`config.mk`:
```
export PLATFORM = sky130hd
export DESIGN_NAME = multdiv_ctrl_flat
export DESIGN_NICKNAME = d
export VERILOG_FILES = /design/src/rtl/proc_pkg.sv /design/src/rtl/multdiv_ctrl_if.sv /design/src/rtl/md_timer.sv /design/src/rtl/multdiv_ctrl.sv /design/src/flat_wrapper.sv
export SDC_FILE = /design/constraint.sdc
export NUM_CORES = 1
export LEC_CHECK = 0
export CAP_MARGIN = 20
export CORE_MARGIN = 10
export CORE_UTILIZATION = 39
export DETAILED_ROUTE_END_ITERATION = 7
export PLACE_DENSITY = 0.69
export SLEW_MARGIN = 10
export SYNTH_ARGS = -nofsm -noshare
export SYNTH_HDL_FRONTEND = slang
export SYNTH_SLANG_ARGS = --single-unit
```
`constraint.sdc`:
```
create_clock -name clock -period 1.6 [get_ports clock]
set_clock_uncertainty 0.2 [all_clocks]
set_input_delay 0.16 -clock clock [delete_from_list [all_inputs] [get_ports clock]]
set_output_delay 0.16 -clock clock [all_outputs]
set_load 0.02 [all_outputs]
```
`src/rtl/proc_pkg.sv`:
```
// Shared processor constants: D/X decode values, rstatus codes and multdiv FSM encoding.
package proc_pkg;

  localparam logic [4:0] OPC_ALU    = 5'b00000;
  localparam logic [4:0] ALUOP_MULT = 5'b00110;
  localparam logic [4:0] ALUOP_DIV  = 5'b00111;

  localparam logic [2:0] RSTATUS_MULT = 3'd4;
  localparam logic [2:0] RSTATUS_DIV  = 3'd5;

  typedef enum logic [1:0] {
    MD_IDLE  = 2'd0,
    MD_START = 2'd1,
    MD_WAIT  = 2'd2,
    MD_DONE  = 2'd3
  } md_state_e;

  typedef enum logic {
    OP_MULT = 1'b0,
    OP_DIV  = 1'b1
  } md_op_e;

  function automatic logic is_md_req(input logic valid, input logic [4:0] opcode,
                                     input logic [4:0] aluop);
    return valid && (opcode == OPC_ALU) && ((aluop == ALUOP_MULT) || (aluop == ALUOP_DIV));
  endfunction

endpackage

```
`src/rtl/multdiv_ctrl_if.sv`:
```
// D/X decode inputs, multdiv unit handshake and pipeline control outputs of the multdiv controller.
interface multdiv_ctrl_if;
  logic       dx_valid;
  logic [4:0] dx_opcode;
  logic [4:0] dx_aluop;
  logic       md_data_rdy;
  logic       md_exception;
  logic       ctrl_mult;
  logic       ctrl_div;
  logic       stall;
  logic       result_we;
  logic       rstatus_we;
  logic [2:0] rstatus_code;
  logic       busy;

  modport master (
    output dx_valid, dx_opcode, dx_aluop, md_data_rdy, md_exception,
    input  ctrl_mult, ctrl_div, stall, result_we, rstatus_we, rstatus_code, busy
  );

  modport slave (
    input  dx_valid, dx_opcode, dx_aluop, md_data_rdy, md_exception,
    output ctrl_mult, ctrl_div, stall, result_we, rstatus_we, rstatus_code, busy
  );
endinterface

```
`src/rtl/md_timer.sv`:
```
// Saturating wait counter for the multdiv controller; tc flags the last allowed WAIT cycle.
module md_timer #(
  parameter int unsigned TIMEOUT = 40,
  parameter int unsigned CNT_W   = 6
) (
  input  logic clock,
  input  logic reset_n,
  input  logic clear,
  input  logic en,
  output logic tc
);

  localparam logic [CNT_W-1:0] TC_VAL = CNT_W'(TIMEOUT - 1);

  if ((TIMEOUT < 1) || ((2 ** CNT_W) <= TIMEOUT)) begin : g_bad_params
    $error("md_timer: need TIMEOUT >= 1 and 2**CNT_W > TIMEOUT");
  end

  logic [CNT_W-1:0] cnt_q;

  always_ff @(posedge clock or negedge reset_n) begin
    if (!reset_n) begin
      cnt_q <= '0;
    end else if (clear) begin
      cnt_q <= '0;
    end else if (en && (cnt_q != '1)) begin
      cnt_q <= cnt_q + CNT_W'(1);
    end
  end

  always_comb begin
    tc = (cnt_q == TC_VAL);
  end

endmodule

```
`src/rtl/multdiv_ctrl.sv`:
```
// Multdiv pipeline controller: launches mult/div, stalls the front end, forces a timeout abort.
module multdiv_ctrl
  import proc_pkg::*;
#(
  parameter int unsigned TIMEOUT = 40,
  parameter int unsigned CNT_W   = 6
) (
  input  logic         clock,
  input  logic         reset_n,
  multdiv_ctrl_if.slave bus
);

  md_state_e state_q, state_d;
  md_op_e    kind_q, kind_d;
  logic      exc_q, exc_d;
  logic      to_q, to_d;
  logic      tmr_clear, tmr_en, tmr_tc;
  logic      req;
  logic      rs_flag;

  md_timer #(
    .TIMEOUT(TIMEOUT),
    .CNT_W  (CNT_W)
  ) u_timer (
    .clock  (clock),
    .reset_n(reset_n),
    .clear  (tmr_clear),
    .en     (tmr_en),
    .tc     (tmr_tc)
  );

  always_ff @(posedge clock or negedge reset_n) begin
    if (!reset_n) begin
      state_q <= MD_IDLE;
      kind_q  <= OP_MULT;
      exc_q   <= 1'b0;
      to_q    <= 1'b0;
    end else begin
      state_q <= state_d;
      kind_q  <= kind_d;
      exc_q   <= exc_d;
      to_q    <= to_d;
    end
  end

  always_comb begin
    state_d   = state_q;
    kind_d    = kind_q;
    exc_d     = exc_q;
    to_d      = to_q;
    tmr_clear = 1'b0;
    tmr_en    = 1'b0;
    req       = is_md_req(bus.dx_valid, bus.dx_opcode, bus.dx_aluop);
    case (state_q)
      MD_IDLE: begin
        if (req) begin
          state_d = MD_START;
          kind_d  = (bus.dx_aluop == ALUOP_DIV) ? OP_DIV : OP_MULT;
        end
      end
      MD_START: begin
        tmr_clear = 1'b1;
        exc_d     = 1'b0;
        to_d      = 1'b0;
        state_d   = MD_WAIT;
      end
      MD_WAIT: begin
        tmr_en = 1'b1;
        // A result arriving on the terminal-count cycle takes priority over the abort.
        if (bus.md_data_rdy) begin
          exc_d   = bus.md_exception;
          state_d = MD_DONE;
        end else if (tmr_tc) begin
          to_d    = 1'b1;
          state_d = MD_DONE;
        end
      end
      MD_DONE: begin
        state_d = MD_IDLE;
      end
    endcase
  end

  always_comb begin
    rs_flag          = (state_q == MD_DONE) && (exc_q || to_q);
    bus.ctrl_mult    = (state_q == MD_START) && (kind_q == OP_MULT);
    bus.ctrl_div     = (state_q == MD_START) && (kind_q == OP_DIV);
    // Gated by reset_n so a request held in D/X cannot keep stall high during reset.
    bus.stall        = ((state_q == MD_IDLE) && req && reset_n) ||
                       (state_q == MD_START) || (state_q == MD_WAIT);
    bus.result_we    = (state_q == MD_DONE);
    bus.rstatus_we   = rs_flag;
    bus.rstatus_code = rs_flag ? ((kind_q == OP_DIV) ? RSTATUS_DIV : RSTATUS_MULT) : '0;
    bus.busy         = (state_q != MD_IDLE);
  end

endmodule

```
`src/flat_wrapper.sv`:
```
// flat-port wrapper written by rule: the top's interface ports become plain ports
module multdiv_ctrl_flat import proc_pkg::*;
#(
  parameter int unsigned TIMEOUT = 40,
  parameter int unsigned CNT_W   = 6
)
  (clock, reset_n, bus_dx_valid, bus_dx_opcode, bus_dx_aluop, bus_md_data_rdy, bus_md_exception, bus_ctrl_mult, bus_ctrl_div, bus_stall, bus_result_we, bus_rstatus_we, bus_rstatus_code, bus_busy);
  multdiv_ctrl_if bus_i ();
  input  logic clock;
  input  logic reset_n;
  input wire logic [$bits(bus_i.dx_valid)-1:0] bus_dx_valid;
  input wire logic [$bits(bus_i.dx_opcode)-1:0] bus_dx_opcode;
  input wire logic [$bits(bus_i.dx_aluop)-1:0] bus_dx_aluop;
  input wire logic [$bits(bus_i.md_data_rdy)-1:0] bus_md_data_rdy;
  input wire logic [$bits(bus_i.md_exception)-1:0] bus_md_exception;
  output wire logic [$bits(bus_i.ctrl_mult)-1:0] bus_ctrl_mult;
  output wire logic [$bits(bus_i.ctrl_div)-1:0] bus_ctrl_div;
  output wire logic [$bits(bus_i.stall)-1:0] bus_stall;
  output wire logic [$bits(bus_i.result_we)-1:0] bus_result_we;
  output wire logic [$bits(bus_i.rstatus_we)-1:0] bus_rstatus_we;
  output wire logic [$bits(bus_i.rstatus_code)-1:0] bus_rstatus_code;
  output wire logic [$bits(bus_i.busy)-1:0] bus_busy;
  assign bus_i.dx_valid = bus_dx_valid;
  assign bus_i.dx_opcode = bus_dx_opcode;
  assign bus_i.dx_aluop = bus_dx_aluop;
  assign bus_i.md_data_rdy = bus_md_data_rdy;
  assign bus_i.md_exception = bus_md_exception;
  assign bus_ctrl_mult = bus_i.ctrl_mult;
  assign bus_ctrl_div = bus_i.ctrl_div;
  assign bus_stall = bus_i.stall;
  assign bus_result_we = bus_i.result_we;
  assign bus_rstatus_we = bus_i.rstatus_we;
  assign bus_rstatus_code = bus_i.rstatus_code;
  assign bus_busy = bus_i.busy;
  multdiv_ctrl #(.TIMEOUT(TIMEOUT), .CNT_W(CNT_W)) u_core (.clock(clock), .reset_n(reset_n), .bus(bus_i));
endmodule
```
==> out/results.txt, run 1 <==
outcome: finished with violations
failing checks: setup timing
cell-internal power: 0.001067 W
Nets: 140
PnR worst setup slack: -184.9 ps
Detail Placement HPWL: 1.659 mm
Mapped Area: 710.7 sq um
fraction of layout cells with a size suffix above 1: 39.83%
crit end category: flop
width of the die: 62.69 um
Max Cap Viol: 0
# fillers: 150
TritonCTS Buffers: 3
Antenna Nets Post-Route: 0
CP Max Fanout: 4
final std cells w/o fill: 143
Lkg Pwr: 0.5660 nW
Die Footprint: 3929 sq um
synthesized net count: 95
I/O pin cnt: 24
floorplan die height: 62.69 um
Seq/Total Area, Yosys: 38.73%
post-synth cell types: 27
hold slack: 63.70 ps
IO buf count: 22
largest net degree at the start of global routing: 12
grt ovf: 0
placed cell count: 136
initial antenna violation count: 0
Vias: 671
total power divided by cell area: 1486 nW/um^2
worst setup path endpoint: u_core.state_q[1]$_DFFE_PN0P_
P_sw: 0.0006713 W
vias in the first global route: 732
FMAX: 560.3 MHz
Starting Density: 41.16%
Clock Tree Buf Depth: 2
drt pass-1 iters: 4
required time of the critical path: 1560 ps
Clk pin slew, worst setup/hold paths: 70 ps
#FFs+latches synth: 11
first-pass GRT wire length: 3.325 mm
combinational share of power: 64.6%
met3 usage: 3.226%
GRT met2 Usage: 20.26%
RR Startpoint: u_core.state_q[0]$_DFFE_PN0P_
Reg2Reg Depth: 6
All-Layer GR Usage: 10.51%
clk root buf: clkbuf_4
WL final: 2.042 mm
switch share: 38.62%
arrival time worst endpoint: 1750 ps
GRT busiest layer: met2
final setup fails: 8
routed vias/inst: 4.692
Post-Syn Instances: 74
RSZ-0062 raised after global routing: yes
area delta synth->final: 64.61%
GP Congestion: 0.8394
CTS tree: built
H-tree lvl count: 1
peak supply drop: 645.5 uV
met1 usage: 9.369%
Reg2Reg Setup Slack: -180 ps
final hold violations: 0
Max Slew Vio Count: 0
Worst-Skew Late Latency: 280 ps
n_diodes: 0
startpoint types: flop
# clock sinks: 11
worst min path class: input port to async pin
clock power share: 10.9%
reg2reg end: u_core.state_q[1]$_DFFE_PN0P_
Reg power frac: 24.5%
placed cell area: 1105 sq um
WS Path Type: flop to flop
Tmin final: 1785 ps
WL/cell: 14.28 um
DRC viols: 0
core box area: 1727 sq um
worst setup path startpoint: u_core.state_q[0]$_DFFE_PN0P_
Final Cell Area: 1170 sq um
Design Power: 0.001738 W
Avg Cell Area, Syn: 9.604 sq um
period utilization: 111.6%
drt initial violations: 7
Syn. warnings: 0
FP Rows: 15
setup slack at placement: -665.3 ps
## state kept, by name, indices dropped and copies added, names as in the netlist
| signal | count |
|---|---|
| u_core.exc_q | 1 |
| u_core.to_q | 1 |
| u_core.u_timer.cnt_q | 6 |
| u_core.kind_q | 1 |
| u_core.state_q | 2 |
## synthesized netlist by cell type (all sizes together)
| cell | count | share of area (%) |
|---|---|---|
| nand3 | 2 | 2.1 |
| nor4 | 2 | 1.8 |
| and4b | 1 | 1.4 |
| and2 | 2 | 1.8 |
| nor3 | 1 | 0.70 |
| nand2 | 6 | 3.2 |
| o21a | 2 | 2.1 |
| nor2b | 1 | 0.88 |
| clkbuf | 1 | 0.53 |
| o211ai | 3 | 3.2 |
| o32a | 1 | 1.6 |
| mux2i | 3 | 4.2 |
| nor2 | 8 | 4.2 |
| nor4bb | 1 | 1.4 |
| o21ai | 5 | 3.5 |
| ha | 6 | 11 |
| nand4 | 1 | 0.88 |
| conb | 1 | 0.53 |
| inv | 5 | 2.6 |
| xor2 | 4 | 4.9 |
| mux2 | 2 | 4.2 |
| and3 | 2 | 1.8 |
| dfrtp | 11 | 39 |
| buf | 3 | 3.2 |
## power groups by stage
stage / sequential, W / clock (W) / combinational, W
3_3_place_gp: 0.000408 / 0 / 0.00102
6_report: 0.000426 / 0.000189 / 0.00112
2_1_floorplan: 0.000412 / 0 / 0.000543
4_1_cts: 0.000408 / 0.000194 / 0.00107
3_5_place_dp: 0.000412 / 0 / 0.00105
5_1_grt: 0.000433 / 0.000209 / 0.00123
## critical path, stage by stage (launching register included)
cell	delay [ps]
dfrtp_2	460
inv_4	90
ha_4	140
buf_6	90
inv_4	30
o32a_4	350
mux2_4	300
## layout make-up
class	instances	area [sq um]	area share (%)
flip-flops and latches	11	276.5	23.64
multi-input cells	54	451.7	38.61
well taps	25	31.28	2.674
clock buffers	4	26.28	2.246
repair buffers	44	360.3	30.80
inverters	5	23.77	2.032
## what timing repair did
action / in CTS / in global routing
pin swaps: 7 / 8
setup buffers: 2 / 2
gates resized for setup: 38 / 9
setup endpoints to repair: 14 / 15
hold buffers: 0 / 0
## metrics by stage
stage / setup TNS, ps / util, %
floorplan: -161.4 / -
global placement: -2452 / 63.99
detailed placement: -2828 / 63.99
CTS: -876.2 / 65.94
global route: -1148 / 67.75
finish: -632.0 / 67.75
## routing by layer
metal	vias to the layer above	wire length [um]
met5	-	0
met4	0	55
met3	6	89
met2	15	1125
met1	314	772
li1	336	-
## cell families (layout without fill, tap and decap cells)
logic type	count (synthesis)	after routing	synth area share [%]
XOR/XNOR	4	4	4.929
AND/OR/NAND/NOR	27	27	20.07
AO/OA/AOI/OAI	11	11	10.39
other	1	1	0.5277
adder cells (fa/ha/maj)	6	6	10.56
flip-flops	11	11	38.73
multiplexers	5	5	8.451
buffers and inverters	9	53	6.336
## worst min path at each step
stage          slack (ps)  cells past startpoint                                start                                   to
2_1_floorplan        -340                      0                              reset_n             u_core.exc_q$_DFFE_PN0P_
3_3_place_gp          340                      2  u_core.u_timer.cnt_q[1]$_DFFE_PN0P_  u_core.u_timer.cnt_q[1]$_DFFE_PN0P_
3_5_place_dp          350                      1            u_core.kind_q$_DFFE_PN0P_            u_core.kind_q$_DFFE_PN0P_
4_1_cts                80                      2                              reset_n  u_core.u_timer.cnt_q[5]$_DFFE_PN0P_
5_1_grt                70                      2                              reset_n  u_core.u_timer.cnt_q[5]$_DFFE_PN0P_
6_report               60                      2                              reset_n  u_core.u_timer.cnt_q[5]$_DFFE_PN0P_
## layout by cell type (no fill, tap or decap), types with 2 or more instances in the layout
master / netlist / final
buf_4: 3 / 23
clkdlybuf4s50_1: 0 / 14
dfrtp_1: 11 / 10
nor2_1: 8 / 8
nand2_1: 6 / 6
buf_2: 0 / 5
o21ai_0: 4 / 4
xor2_1: 4 / 4
mux2i_1: 3 / 3
o211ai_1: 3 / 3
ha_1: 6 / 3
clkbuf_4: 0 / 3
o21a_1: 2 / 2
and2_1: 2 / 2
inv_1: 4 / 2
inv_4: 0 / 2
nor4_1: 2 / 2
mux2_4: 2 / 2
ha_4: 0 / 2
buf_6: 0 / 2
(Power assumes the default switching activity.)
==> inputs of run 2 (changes only) <==
--- a/config.mk
+++ b/config.mk
@@ -10,6 +10,7 @@
 export CORE_UTILIZATION = 39
 export DETAILED_ROUTE_END_ITERATION = 7
 export PLACE_DENSITY = 0.69
+export SETUP_SLACK_MARGIN = 0.3
 export SLEW_MARGIN = 10
 export SYNTH_ARGS = -nofsm -noshare
 export SYNTH_HDL_FRONTEND = slang
==> run 2 against run 1 <==
  * The flow still finishes with violations (setup timing)
  * Final cell count up 6.3%
  * Non-clock buffer count up 9
  * Power up 24%
  * First-iteration DRC count up 43%
  * Sequential share of layout area down 3.2 points
  * Sequential power down 0.9%
  * Setup slack worse by 51 ps
  * Critical path depth up 1
  * Utilization up 11 points
  * Sequential cell count unchanged
  * Routed wire length up 9.3%
  * Global-route usage up 0.36 points
  * Critical endpoint unchanged
==> out/results.txt, run 2 (synthesized netlist as in run 1, its figures left out) <==
outcome: finished with violations
failing checks: setup timing
CP Max Fanout: 3
Vias: 724
largest net degree at the start of global routing: 12
required time of the critical path: 1560 ps
Final Util: 78.77%
FMAX: 544.7 MHz
Design Power: 0.002159 W
Starting Density: 41.16%
worst min path class: input port to async pin
P_sw: 0.0008080 W
peak supply drop: 985.9 uV
WS Path Type: flop to flop
RSZ-0062 raised after global routing: yes
area taken by multi-input logic gates: 509.2 sq um
Antenna Nets Post-Route: 0
Worst-Skew Late Latency: 270 ps
PnR worst setup slack: -236.0 ps
Regs by FF count: u_core.u_timer.cnt_q: 6 flops, u_core.state_q: 2 flops
Die Footprint: 3929 sq um
period utilization: 114.8%
WL/cell: 14.68 um
TritonCTS Buffers: 3
crit end category: flop
H-tree lvl count: 1
startpoint types: flop
drt pass-1 iters: 5
commonest cells after routing, fill and taps aside: 23 x buf_4, 16 x buf_6, 9 x dfrtp_1
hold slack: 59.62 ps
# clock sinks: 11
placed cell area: 1134 sq um
clk root buf: clkbuf_4
routed vias/inst: 4.763
final setup fails: 15
placed cell count: 138
commonest non-fill, non-tap cell in the layout: buf_4
IO buf count: 22
Detail Placement HPWL: 1.568 mm
Clk pin slew, worst setup/hold paths: 80 ps
Biggest register: u_core.u_timer.cnt_q
grt ovf: 0
cell-internal power: 0.001351 W
# fillers: 120
clock power share: 9.0%
Reg power frac: 19.6%
initial antenna violation count: 0
FF+latch area: 277.8 sq um
fraction of layout cells with a size suffix above 1: 52.76%
Max Slew Vio Count: 0
width of the die: 62.69 um
core box area: 1727 sq um
arrival time worst endpoint: 1800 ps
final std cells w/o fill: 152
area delta synth->final: 91.37%
floorplan die height: 62.69 um
Final Cell Area: 1360 sq um
switch share: 37.43%
drt initial violations: 10
All-Layer GR Usage: 10.87%
CTS tree: built
Clock Tree Buf Depth: 2
total power divided by cell area: 1587 nW/um^2
vias in the first global route: 777
Max Cap Viol: 0
Lkg Pwr: 0.6565 nW
n_diodes: 0
final hold violations: 0
Nets: 149
Tmin final: 1836 ps
GP Congestion: 0.7525
WL final: 2.231 mm
I/O pin cnt: 24
combinational share of power: 71.5%
DRC viols: 0
Largest register FFs: 6
first-pass GRT wire length: 3.491 mm
FP Rows: 15
==> run 2: cell count changes in the layout (fill, tap and decap cells not counted), moves of 3 or more <==
cell | before | now
clkdlybuf4s50_1 | 14 | 6
buf_2 | 5 | 0
buf_6 | 2 | 16
dlygate4sd2_1 | 0 | 5
clkdlybuf4s15_1 | 0 | 3
o21ai_0 | 4 | 0
==> run 2: repair_timing <==
| item | in CTS | in global routing |
|---|---|---|
| gates resized for setup | 76 | 18 |
| gates cloned | 0 | 0 |
| endpoints found under the setup margin | 19 | 19 |
| hold buffers | 0 | 0 |
| buffers inserted | 7 | 3 |
| pin swaps | 13 | 12 |
==> run 2: power by group through the flow <==
| stage | sequential (W) | clock, W | combinational (W) |
|---|---|---|---|
| 2_1_floorplan | 0.000412 | 0 | 0.000575 |
| 3_3_place_gp | 0.000400 | 0 | 0.00108 |
| 3_5_place_dp | 0.000406 | 0 | 0.00109 |
| 4_1_cts | 0.000405 | 0.000199 | 0.00138 |
| 5_1_grt | 0.000433 | 0.000214 | 0.00166 |
| 6_report | 0.000422 | 0.000193 | 0.00154 |
==> run 2: final cells by class <==
cell class | count | area share [%]
timing repair buffer | 53 | 35.79
tap | 25 | 2.300
clock buffer | 4 | 1.932
inverter | 5 | 2.116
multi-input combinational | 54 | 37.44
sequential | 11 | 20.42
==> run 2: final timing paths <==
path                                                      from  cells past startpoint  slack [ps]                             endpoint
setup / recovery                 u_core.state_q[0]$_DFFE_PN0P_                      7        -240        u_core.state_q[1]$_DFFE_PN0P_
hold / removal                                         reset_n                      2          60  u_core.u_timer.cnt_q[4]$_DFFE_PN0P_
setup reg to reg                 u_core.state_q[0]$_DFFE_PN0P_                      7        -240        u_core.state_q[1]$_DFFE_PN0P_
hold reg to reg            u_core.u_timer.cnt_q[5]$_DFFE_PN0P_                      2         400  u_core.u_timer.cnt_q[5]$_DFFE_PN0P_
max in group asynchronous                              reset_n                      2         980        u_core.state_q[1]$_DFFE_PN0P_
min in group clock                             bus_dx_aluop[0]                      2         320            u_core.kind_q$_DFFE_PN0P_
==> run 2: stage by stage <==
stage	TNS (ps)	setup WS, ps
final	-1794	-236.0
after global placement	-2802	-595.9
after global routing	-2647	-270.6
after detailed placement	-3419	-712.9
after CTS	-1217	-223.8
after floorplan	-105.6	-105.6
==> run 2: layer usage <==
layer / vias to the layer above / part of all wire, % / GRT usage, % / wire length [um]
li1: 358 / - / - / -
met3: 2 / 5.0 / 4.839 / 112
met4: 0 / 0.36 / 1.676 / 8
met5: - / 0 / 0 / 0
met2: 13 / 54 / 19.62 / 1206
met1: 351 / 40 / 11.50 / 903
==> run 2: critical path, cell delays in order (launching register included) <==
cell and delay [ps]:
dfrtp_2 430, buf_6 130, inv_6 60, ha_4 130, buf_6 100, inv_4 30
o32a_4 350, mux2_4 290
